==> src/rtl/matmul_pkg.sv <==
// Shared types and defaults for the matrix-multiply sequencer.
package matmul_pkg;

  localparam int N_LOG2_DEF = 6;
  localparam int RD_LAT_DEF = 1;
  localparam int OP_W       = 8;
  localparam int ACC_W      = 22;

  typedef enum logic [1:0] {
    IDLE,
    RUN,
    DRAIN,
    DONE
  } state_t;

  // Address is {row, col} of an N x N matrix, so twice the index width.
  function automatic int addrWidth(input int nLog2);
    return 2 * nLog2;
  endfunction

endpackage

==> src/rtl/matmul_idx_cnt.sv <==
// Loop index counter {i,j,k} with k fastest; flags the final index combinationally.
module matmul_idx_cnt
  import matmul_pkg::*;
#(
  parameter int N_LOG2 = N_LOG2_DEF
) (
  input  logic              clk,
  input  logic              rstn,
  input  logic              i_clear,
  input  logic              i_enable,
  output logic [N_LOG2-1:0] o_i,
  output logic [N_LOG2-1:0] o_j,
  output logic [N_LOG2-1:0] o_k,
  output logic              o_terminal
);

  localparam int CW = 3 * N_LOG2;

  logic [CW-1:0] r_count;

  // Clear has priority so a fresh job always starts from {0,0,0}.
  always_ff @(posedge clk or negedge rstn) begin
    if (!rstn) begin
      r_count <= '0;
    end else if (i_clear) begin
      r_count <= '0;
    end else if (i_enable) begin
      r_count <= r_count + CW'(1);
    end
  end

  assign {o_i, o_j, o_k} = r_count;
  assign o_terminal      = &r_count;

endmodule

==> src/rtl/matmul_seq_ctrl.sv <==
// Sequencer for the matrix-multiply datapath: walks {i,j,k}, issues A/B reads,
// and aligns MAC and C write strobes to the operand RAM read latency.
module matmul_seq_ctrl
  import matmul_pkg::*;
#(
  parameter  int N_LOG2 = N_LOG2_DEF,
  parameter  int RD_LAT = RD_LAT_DEF,
  localparam int AW     = addrWidth(N_LOG2)
) (
  input  logic          clk,
  input  logic          rstn,
  input  logic          start,
  input  logic          abort,
  output logic          busy,
  output logic          done,
  output logic          ab_nce,
  output logic [AW-1:0] a_addr,
  output logic [AW-1:0] b_addr,
  output logic          mac_load,
  output logic          mac_acc,
  output logic          c_nce,
  output logic          c_nwrt,
  output logic [AW-1:0] c_addr
);

  state_t r_state;
  state_t w_nextState;

  logic              r_startArm;
  logic [1:0]        r_drainCnt;
  logic              w_accept;
  logic              w_flush;
  logic              w_issue;
  logic              w_terminal;
  logic              w_drainLast;
  logic              w_kZero;
  logic              w_kLast;
  logic [N_LOG2-1:0] w_i;
  logic [N_LOG2-1:0] w_j;
  logic [N_LOG2-1:0] w_k;

  logic              r_pVld [RD_LAT];
  logic              r_pK0  [RD_LAT];
  logic              r_pKl  [RD_LAT];
  logic [N_LOG2-1:0] r_pI   [RD_LAT];
  logic [N_LOG2-1:0] r_pJ   [RD_LAT];
  logic              r_wrValid;
  logic [N_LOG2-1:0] r_wrI;
  logic [N_LOG2-1:0] r_wrJ;

  assign w_issue     = (r_state == RUN);
  assign w_kZero     = (w_k == '0);
  assign w_kLast     = &w_k;
  assign w_drainLast = (r_drainCnt == 2'(RD_LAT));

  matmul_idx_cnt #(
    .N_LOG2(N_LOG2)
  ) u_idxCnt (
    .clk       (clk),
    .rstn      (rstn),
    .i_clear   (r_state != RUN),
    .i_enable  ((r_state == RUN) && !w_terminal),
    .o_i       (w_i),
    .o_j       (w_j),
    .o_k       (w_k),
    .o_terminal(w_terminal)
  );

  // State register.
  always_ff @(posedge clk or negedge rstn) begin
    if (!rstn) begin
      r_state <= IDLE;
    end else begin
      r_state <= w_nextState;
    end
  end

  // Next-state and handshake outputs; abort only matters once a job is running.
  always_comb begin
    w_nextState = r_state;
    busy        = 1'b0;
    done        = 1'b0;
    ab_nce      = 1'b1;
    w_accept    = 1'b0;
    w_flush     = 1'b0;
    case (r_state)
      IDLE: begin
        if (start && r_startArm) begin
          w_accept    = 1'b1;
          w_nextState = RUN;
        end
      end
      RUN: begin
        busy   = 1'b1;
        ab_nce = 1'b0;
        if (abort) begin
          w_flush     = 1'b1;
          w_nextState = IDLE;
        end else if (w_terminal) begin
          w_nextState = DRAIN;
        end
      end
      DRAIN: begin
        busy = 1'b1;
        if (abort) begin
          w_flush     = 1'b1;
          w_nextState = IDLE;
        end else if (w_drainLast) begin
          w_nextState = DONE;
        end
      end
      DONE: begin
        busy        = 1'b1;
        done        = 1'b1;
        w_nextState = IDLE;
      end
      default: w_nextState = IDLE;
    endcase
  end

  // A held-high start counts once: it must drop before another job can be accepted.
  always_ff @(posedge clk or negedge rstn) begin
    if (!rstn) begin
      r_startArm <= 1'b1;
    end else if (!start) begin
      r_startArm <= 1'b1;
    end else if (w_accept) begin
      r_startArm <= 1'b0;
    end
  end

  // Drain lasts RD_LAT+1 cycles so the final C write leaves the pipe before DONE.
  always_ff @(posedge clk or negedge rstn) begin
    if (!rstn) begin
      r_drainCnt <= '0;
    end else if (r_state == DRAIN) begin
      r_drainCnt <= r_drainCnt + 2'd1;
    end else begin
      r_drainCnt <= '0;
    end
  end

  // Strobe pipe: RD_LAT stages feed the MAC, one more stage times the C write.
  always_ff @(posedge clk or negedge rstn) begin
    if (!rstn) begin
      for (int s = 0; s < RD_LAT; s++) begin
        r_pVld[s] <= 1'b0;
        r_pK0[s]  <= 1'b0;
        r_pKl[s]  <= 1'b0;
        r_pI[s]   <= '0;
        r_pJ[s]   <= '0;
      end
      r_wrValid <= 1'b0;
      r_wrI     <= '0;
      r_wrJ     <= '0;
    end else if (w_flush) begin
      for (int s = 0; s < RD_LAT; s++) begin
        r_pVld[s] <= 1'b0;
        r_pK0[s]  <= 1'b0;
        r_pKl[s]  <= 1'b0;
        r_pI[s]   <= '0;
        r_pJ[s]   <= '0;
      end
      r_wrValid <= 1'b0;
      r_wrI     <= '0;
      r_wrJ     <= '0;
    end else begin
      r_pVld[0] <= w_issue;
      r_pK0[0]  <= w_kZero;
      r_pKl[0]  <= w_kLast;
      r_pI[0]   <= w_i;
      r_pJ[0]   <= w_j;
      for (int s = 1; s < RD_LAT; s++) begin
        r_pVld[s] <= r_pVld[s-1];
        r_pK0[s]  <= r_pK0[s-1];
        r_pKl[s]  <= r_pKl[s-1];
        r_pI[s]   <= r_pI[s-1];
        r_pJ[s]   <= r_pJ[s-1];
      end
      r_wrValid <= r_pVld[RD_LAT-1] & r_pKl[RD_LAT-1];
      if (r_pVld[RD_LAT-1] & r_pKl[RD_LAT-1]) begin
        r_wrI <= r_pI[RD_LAT-1];
        r_wrJ <= r_pJ[RD_LAT-1];
      end
    end
  end

  assign a_addr   = {w_i, w_k};
  assign b_addr   = {w_k, w_j};
  assign mac_load = r_pVld[RD_LAT-1] & r_pK0[RD_LAT-1];
  assign mac_acc  = r_pVld[RD_LAT-1] & ~r_pK0[RD_LAT-1];
  assign c_nce    = ~r_wrValid;
  assign c_nwrt   = ~r_wrValid;
  assign c_addr   = {r_wrI, r_wrJ};

endmodule

==> config.mk <==
export PLATFORM = sky130hd
export DESIGN_NAME = matmul_seq_ctrl
export DESIGN_NICKNAME = d
export VERILOG_FILES = /design/src/rtl/matmul_pkg.sv /design/src/rtl/matmul_idx_cnt.sv /design/src/rtl/matmul_seq_ctrl.sv
export SDC_FILE = /design/constraint.sdc
export NUM_CORES = 1
export LEC_CHECK = 0
export BUFFER_PORTS_ARGS = -buffer_cell sky130_fd_sc_hd__buf_2
export CELL_PAD_IN_SITES_DETAIL_PLACEMENT = 0
export CELL_PAD_IN_SITES_GLOBAL_PLACEMENT = 1
export CORE_ASPECT_RATIO = 0.6
export CORE_MARGIN = 1
export CORE_UTILIZATION = 42
export CTS_CLUSTER_SIZE = 24
export DETAILED_ROUTE_END_ITERATION = 12
export GPL_ROUTABILITY_DRIVEN = 0
export HOLD_SLACK_MARGIN = 0.1
export PLACE_DENSITY = 0.81
export SLEW_MARGIN = 40
export SYNTH_ARGS = -nofsm -noshare
export SYNTH_HDL_FRONTEND = slang
export SYNTH_SLANG_ARGS = --single-unit
export TNS_END_PERCENT = 100
==> constraint.sdc <==
create_clock -name clk -period 2.21 [get_ports clk]
set_clock_uncertainty 0.05 [all_clocks]
set_input_delay 0.1105 -clock clk [delete_from_list [all_inputs] [get_ports clk]]
set_output_delay 0.1105 -clock clk [all_outputs]
set_load 0.05 [all_outputs]
==> impl_metrics.csv, run 1 <==
group,metric,value,unit
outcome,outcome,"complete, but fails checks",
outcome,violations,"design-rule violations",
sta,setup_violations,0,
clock_network,cts_tree,"done",
global_routing,grt.total_usage,0.1958,
clock_network,cts_root_buf,"clkbuf_8",
clock_network,cts_resized,0,
floorplan,dieWidth,98.38,um
sta,whs,0.2963,ns
floorplan,die_h,59.83,um
global_routing,grt_max_degree,29,
route,firstDrtPassIters,8,
floorplan,dieArea,5886,um^2
route,drtIter0Drc,98,
cells_and_area,fill_cells,487,
sta,slew_viol_final,0,
place,place.detailed.hpwl,3855,um
power_and_ir_drop,clockPowerShare,0.279,
power_and_ir_drop,max-vdd-ir-drop,0.4043,mV
setup_path,cp-end-kind,"flip-flop",
sta,max_freq,499.4,MHz
place,numPortBuffers,46,
cells_and_area,n_antenna_cell,0,
yosys,synth_cell_types,46,
yosys,synth_ff_type,"dfrtp_1",
yosys,seq_area_frac_synth,0.5457,
clock_network,cts_setup_buffers,0,
cells_and_area,fin_area,2815,um^2
yosys,synth_warnings,0,
clock_network,clockBufferDepth,2,
sta,slew_headroom,0.5834,
yosys,ys_ff_latch,51,
setup_path,cp_data_arrival_time,2.13,ns
floorplan,initial_core_util,0.4498,
clock_network,clk_pin_slew_worst_paths,0.10,ns
clock_network,cts.sinks,51,
route,wl,5295,um
route,routedWlPerCell,15.85,um
global_routing,antenna_found_initial,0,
power_and_ir_drop,switching_share,0.3736,
cells_and_area,fin_nets,279,
place,dpl-instance-area,2669,um^2
sta,grt_setup_unrepaired,"false",
route,dr_total_vias,1829,
clock_network,holdBufCountCts,3,
hold_path,hp-class,"in2async",
setup_path,critPathMaxFanout,7,
clock_network,clk_latency,0.31,ns
setup_path,path_class,"reg2reg",
job,maxCapViolCount,0,
sta,finalCriticalPeriod,2.003,ns
power_and_ir_drop,intPower,1504,uW
sta,worst_pin_slew,0.6192,ns
global_routing,grt_remaining_overflow,0,
setup_path,cp-start-kind,"flip-flop",
cells_and_area,final_layout_size_suffix_gt1_frac,0.2836,
power_and_ir_drop,p_leak,0.001426,uW
sta,final-hold-violation-count,0,
power_and_ir_drop,switchingPower,896.9,uW
setup_path,worstPathRequired,2.34,ns
route,viasPerCell,5.476,
floorplan,row_count,20,
route,drtAntennaViolNets,0,
clock_network,htreeDepth,2,
floorplan,coreArea,5205,um^2
sta,fin_crit_sh,0.9061,
power_and_ir_drop,power.density,852.8,nW/um^2
floorplan,io_pins,47,
yosys,syn-cell-area,2341,um^2
yosys,avgSynthCellArea,10.99,um^2
clock_network,numCtsBuffers,5,
setup_path,reg2reg_slack,0.21,ns
power_and_ir_drop,p_seq_frac,0.435,
yosys,async_flop_share,1.000,
sta,tns,0,ns
yosys,synth_edf_count,0,
yosys,syn_nets,225,
global_routing,grt_pass1_vias,1561,
yosys,post_synth_inst_count,213,
global_routing,grt_pass1_wl,8666,um
route,drc,5,
power_and_ir_drop,combPwrFrac,0.286,
cells_and_area,synthToLayoutAreaGrowth,20.26,%
-- cells by family (layout without fill, tap and decap cells) --
logic type	after synthesis	after routing	synth area share
AO/OA/AOI/OAI	52	52	0.1566
multiplexers	3	3	0.01283
flip-flops	51	51	0.5457
adder cells (fa/ha/maj)	8	8	0.04276
AND/OR/NAND/NOR	72	72	0.1849
buffers and inverters	27	82	0.05719
-- path summary, 6_finish.rpt --
path,endpoint,depth (start not counted),startpoint
worst max-delay path,u_idxCnt.r_count[1],5,u_idxCnt.r_count[1]
worst min-delay path,r_wrValid,2,rstn
worst max register to register,u_idxCnt.r_count[1],5,u_idxCnt.r_count[1]
worst min register to register,r_drainCnt[0],1,r_drainCnt[0]
max in group asynchronous,r_startArm,3,rstn
min in group clk,r_drainCnt[0],1,r_drainCnt[0]
-- critical path: stages (launching register included) --
cell     delay, ns
dfrtp_2       0.43
ha_1          0.20
nand3_1       0.13
or4_2         0.75
o21ai_0       0.21
a21oi_1       0.11
-- layout by cell type (no fill, tap or decap), drive strengths merged, types with 2 or more instances in the layout --
cell         count
and4             2
a21oi            9
nor2b            4
a31oi            6
and2            14
mux2i            3
a2111oi          2
nand4            2
o21ai            9
inv             12
dfrtp           50
nor2             3
or3              3
o211ai           2
buf             60
a22o            12
clkbuf           5
or4              4
nor4             5
nand3            7
dlygate4sd3      3
ha               8
o31ai            3
and3             2
nand2b           3
nor3             5
nand2           13
-- Yosys cell counts (6+ instances only) --
| master | number | area share |
|---|---|---|
| a31oi_1 | 6 | 0.016 |
| and2_1 | 14 | 0.037 |
| nand3_1 | 7 | 0.015 |
| a22o_1 | 12 | 0.045 |
| nand2_1 | 13 | 0.021 |
| buf_4 | 8 | 0.026 |
| a21oi_1 | 9 | 0.019 |
| inv_1 | 11 | 0.018 |
| dfrtp_1 | 50 | 0.53 |
| ha_1 | 8 | 0.043 |
| o21ai_0 | 9 | 0.019 |
-- registers in the layout, summed over array words and instances, names as in the netlist --
register,count
r_wrJ,6
r_startArm,1
r_pKl,1
r_pJ,6
u_idxCnt.r_count,18
r_pK0,1
r_drainCnt,2
r_wrI,6
r_state,2
r_pI,6
r_pVld,1
r_wrValid,1
-- per-layer routing --
metal	track usage	part of all wire	vias to the layer above	wire length, um
met1	0.3248	0.56	885	2949
met3	0.03860	0.049	5	261
li1	-	-	884	-
met4	0.05117	0.0076	0	40
met2	0.2495	0.39	55	2043
met5	0	0	-	0
-- metrics by stage --
stage / instances / total power [uW] / utilization / setup slack, ns
finish: 334 / 2401 / 0.5409 / 0.2075
global route: 334 / 2521 / 0.5409 / 0.02377
detailed placement: 323 / 1743 / 0.5127 / 0.2325
global placement: 323 / 1734 / 0.5127 / 0.2485
CTS: 334 / 2413 / 0.5409 / 0.2184
floorplan: 213 / 1565 / - / 0.1706
-- final cells by class --
cell class / instances / area [um^2] / area share
clock buffers: 5 / 68.82 / 0.02444
flip-flops and latches: 51 / 1280 / 0.4547
repair buffers: 63 / 365.4 / 0.1298
inverters: 11 / 41.29 / 0.01467
multi-input cells: 135 / 929.6 / 0.3302
well taps: 66 / 82.58 / 0.02933
clock inverters: 3 / 47.55 / 0.01689
-- power groups by stage --
stage / Clock, uW / Sequential, uW / Combinational [uW]
2_1_floorplan: 0 / 1110 / 456
3_3_place_gp: 0 / 1050 / 680
3_5_place_dp: 0 / 1060 / 682
4_1_cts: 681 / 1040 / 690
5_1_grt: 726 / 1050 / 741
6_report: 671 / 1040 / 687
(Power assumes the default switching activity.)
==> inputs of run 2 (changes only) <==
--- a/config.mk
+++ b/config.mk
@@ -10,14 +10,15 @@
 export CELL_PAD_IN_SITES_GLOBAL_PLACEMENT = 1
 export CORE_ASPECT_RATIO = 0.6
 export CORE_MARGIN = 1
-export CORE_UTILIZATION = 42
+export CORE_UTILIZATION = 38
 export CTS_CLUSTER_SIZE = 24
 export DETAILED_ROUTE_END_ITERATION = 12
 export GPL_ROUTABILITY_DRIVEN = 0
 export HOLD_SLACK_MARGIN = 0.1
-export PLACE_DENSITY = 0.81
+export PLACE_DENSITY = 0.78
 export SLEW_MARGIN = 40
 export SYNTH_ARGS = -nofsm -noshare
 export SYNTH_HDL_FRONTEND = slang
+export SYNTH_HIERARCHICAL = 1
 export SYNTH_SLANG_ARGS = --single-unit
 export TNS_END_PERCENT = 100
==> constraint.sdc (replaced) <==
create_clock -name clk -period 1.7 [get_ports clk]
set_clock_uncertainty 0.05 [all_clocks]
set_input_delay 0.085 -clock clk [delete_from_list [all_inputs] [get_ports clk]]
set_output_delay 0.085 -clock clk [all_outputs]
set_load 0.05 [all_outputs]
==> impl_metrics.csv, run 2 <==
group,metric,value,unit
yosys,post_synth_inst_count,199,
power_and_ir_drop,combPwrFrac,0.397,
route,dr_total_vias,1772,
clock_network,clk_pin_slew_worst_paths,0.10,ns
sta,finalCriticalPeriod,2.113,ns
yosys,avgSynthCellArea,11.39,um^2
sta,slew_headroom,0.7284,
route,wl,5118,um
sta,fin_crit_sh,1.243,
floorplan,io_pins,47,
cells_and_area,largest_reg_flops,18,
yosys,synth_top_area_cell,"dfrtp_1",
floorplan,dieWidth,101.7,um
setup_path,cp-start-kind,"flip-flop",
clock_network,cts.sinks,51,
clock_network,numCtsBuffers,5,
cells_and_area,fill_cells,488,
power_and_ir_drop,p_seq_frac,0.363,
sta,max_freq,473.2,MHz
place,dp_cells,351,
clock_network,htreeDepth,2,
cells_and_area,n_antenna_cell,0,
route,drtAntennaViolNets,0,
setup_path,reg2reg_slack,-0.41,ns
yosys,synth.top_cell.area_share,0.5522,
setup_path,cp_data_arrival_time,2.26,ns
power_and_ir_drop,switchingPower,1370,uW
sta,slew_viol_final,0,
power_and_ir_drop,power.density,1158,nW/um^2
floorplan,dieArea,6286,um^2
cells_and_area,final_cell_mix,"buf_2 (45), buf_4 (41), dfrtp_1 (35)",
cells_and_area,synthToLayoutAreaGrowth,42.13,%
power_and_ir_drop,intPower,2359,uW
global_routing,grt_pass1_vias,1561,
power_and_ir_drop,switching_share,0.3673,
clock_network,clockBufferDepth,2,
power_and_ir_drop,p_leak,0.001607,uW
global_routing,grt.total_usage,0.1743,
power_and_ir_drop,clockPowerShare,0.240,
sta,setup_violations,20,
outcome,outcome,"complete, but fails checks",
yosys,synth_edf_count,0,
global_routing,grt_max_degree,52,
cells_and_area,fin_cells,371,
power_and_ir_drop,max-vdd-ir-drop,0.4953,mV
place,dpl-instance-area,2864,um^2
cells_and_area,layout_commonest_cell,"buf_2",
route,viasPerCell,4.776,
floorplan,row_count,21,
global_routing,grt_pass1_wl,7997,um
cells_and_area,largest-register,"u_idxCnt/r_count",
yosys,ys_ff_latch,51,
sta,layout_setup_ws,-0.4134,ns
job,maxCapViolCount,0,
cells_and_area,fin_area,3221,um^2
yosys,synth_ff_type,"dfrtp_1",
cells_and_area,fin_nets,301,
yosys,ys_top_cells_by_count,"dfrtp_1 (50), nor2_1 (21), and2_1 (13)",
route,drc,0,
yosys,yosys-top-cells-area,"dfrtp_1 (55%), a22o_1 (4.6%), ha_1 (3.9%)",
route,drtIter0Drc,65,
route,routedWlPerCell,13.80,um
cells_and_area,final_layout_size_suffix_gt1_frac,0.5052,
clock_network,clk_latency,0.30,ns
yosys,synthMostInstantiatedCell,"dfrtp_1",
sta,worst_pin_slew,0.4065,ns
floorplan,die_h,61.82,um
route,firstDrtPassIters,4,
clock_network,cts_root_buf,"clkbuf_8",
floorplan,coreArea,5649,um^2
yosys,syn_nets,210,
sta,final-hold-violation-count,0,
yosys,synth_cell_types,40,
setup_path,cp-end-kind,"flip-flop",
yosys,seq_area_frac_synth,0.5638,
yosys,synth_warnings,6,
global_routing,antenna_found_initial,0,
place,place.detailed.hpwl,3584,um
global_routing,grt_remaining_overflow,0,
setup_path,critPathMaxFanout,4,
outcome,violations,"negative setup slack",
sta,grt_setup_unrepaired,"true",
yosys,async_flop_share,1.000,
setup_path,worstPathRequired,1.84,ns
clock_network,cts_tree,"done",
hold_path,hp-class,"in2async",
setup_path,path_class,"reg2reg",
yosys,syn-cell-area,2266,um^2
place,numPortBuffers,46,
floorplan,initial_core_util,0.4011,
-- run 2: cell count changes in the layout (fill, tap and decap cells not counted), moves of 5 or more --
cell	previous run	this run
buf_4	14	41
nor2_1	3	19
dfrtp_1	48	35
dfrtp_2	2	12
nand2_1	13	5
a21oi_1	9	2
a31oi_1	6	0
buf_6	0	6
xor2_1	0	6
nor3_1	5	0
xnor2_1	0	5
-- run 2: timing repair --
item / in CTS / in global routing
setup endpoints to repair: 21 / 21
pin swaps: 14 / 10
resized for setup: 19 / 13
buffers inserted: 4 / 5
hold endpoints to repair: 53 / 0
hold buffers: 3 / 0
-- run 2: worst max-delay path, cell delays in order (launching register included) --
cell and delay (ns):
dfrtp_2 0.37, nand4_1 0.15, or4_4 0.53, nor2_4 0.13
nor2_4 0.05, buf_6 0.11, o211ai_1 0.16, buf_4 0.18
nor3_4 0.05, xnor2_1 0.17, nor2_1 0.06
-- run 2: final timing paths --
check,end,from,depth (start not counted)
worst min register to register,r_drainCnt[0],r_drainCnt[0],1
min in group clk,r_drainCnt[0],r_drainCnt[0],1
worst min-delay path,r_drainCnt[0],rstn,3
worst max register to register,u_idxCnt/r_count[10],u_idxCnt/r_count[11],10
max in group asynchronous,r_startArm,rstn,3
worst max-delay path,u_idxCnt/r_count[10],u_idxCnt/r_count[11],10
-- run 2: kinds of logic (layout without fill, tap and decap cells) --
family / Yosys count / after routing / share of synthesized area
simple gates: 75 / 75 / 0.1905
flops: 51 / 51 / 0.5638
compound gates: 28 / 28 / 0.09111
buf+inv: 22 / 114 / 0.05190
xor+xnor: 13 / 13 / 0.05025
fa+ha+maj: 7 / 7 / 0.03865
mux: 3 / 3 / 0.01380
-- run 2: cell type report --
cell class              count  area [um^2]  area share
clock buffers               6        82.58     0.02564
flip-flops and latches     51         1304      0.4048
repair buffers             97        670.6      0.2082
clock inverters             2        38.79     0.01204
inverters                   9        33.78     0.01049
well taps                  80        100.1     0.03108
multi-input cells         126        991.0      0.3077
-- run 2: per-layer routing --
metal	vias up	part of all wire	track usage
li1	865	-	-
met3	5	0.034	0.03803
met4	0	0.0064	0.04348
met5	-	0	0
met1	865	0.53	0.2590
met2	37	0.43	0.2597
-- run 2: power groups by stage --
stage | clock (uW) | combinational [uW] | sequential [uW]
after detailed placement | 0 | 1320 | 1370
after CTS | 916 | 1420 | 1350
after global placement | 0 | 1300 | 1370
after global routing | 959 | 1600 | 1360
final | 896 | 1480 | 1350
after floorplan | 0 | 767 | 1470
-- run 2: through the flow --
stage	power [uW]	TNS [ns]	setup slack, ns	utilization	hold WS [ns]
after CTS	3689	-5.462	-0.3844	0.5526	0.2652
after floorplan	2235	-9.486	-0.7351	-	-0.2606
final	3728	-5.601	-0.4134	0.5701	0.2494
after global routing	3925	-7.240	-0.4779	0.5701	0.2931
after global placement	2667	-4.577	-0.3819	0.5070	0.04109
after detailed placement	2695	-5.607	-0.4059	0.5070	0.04427
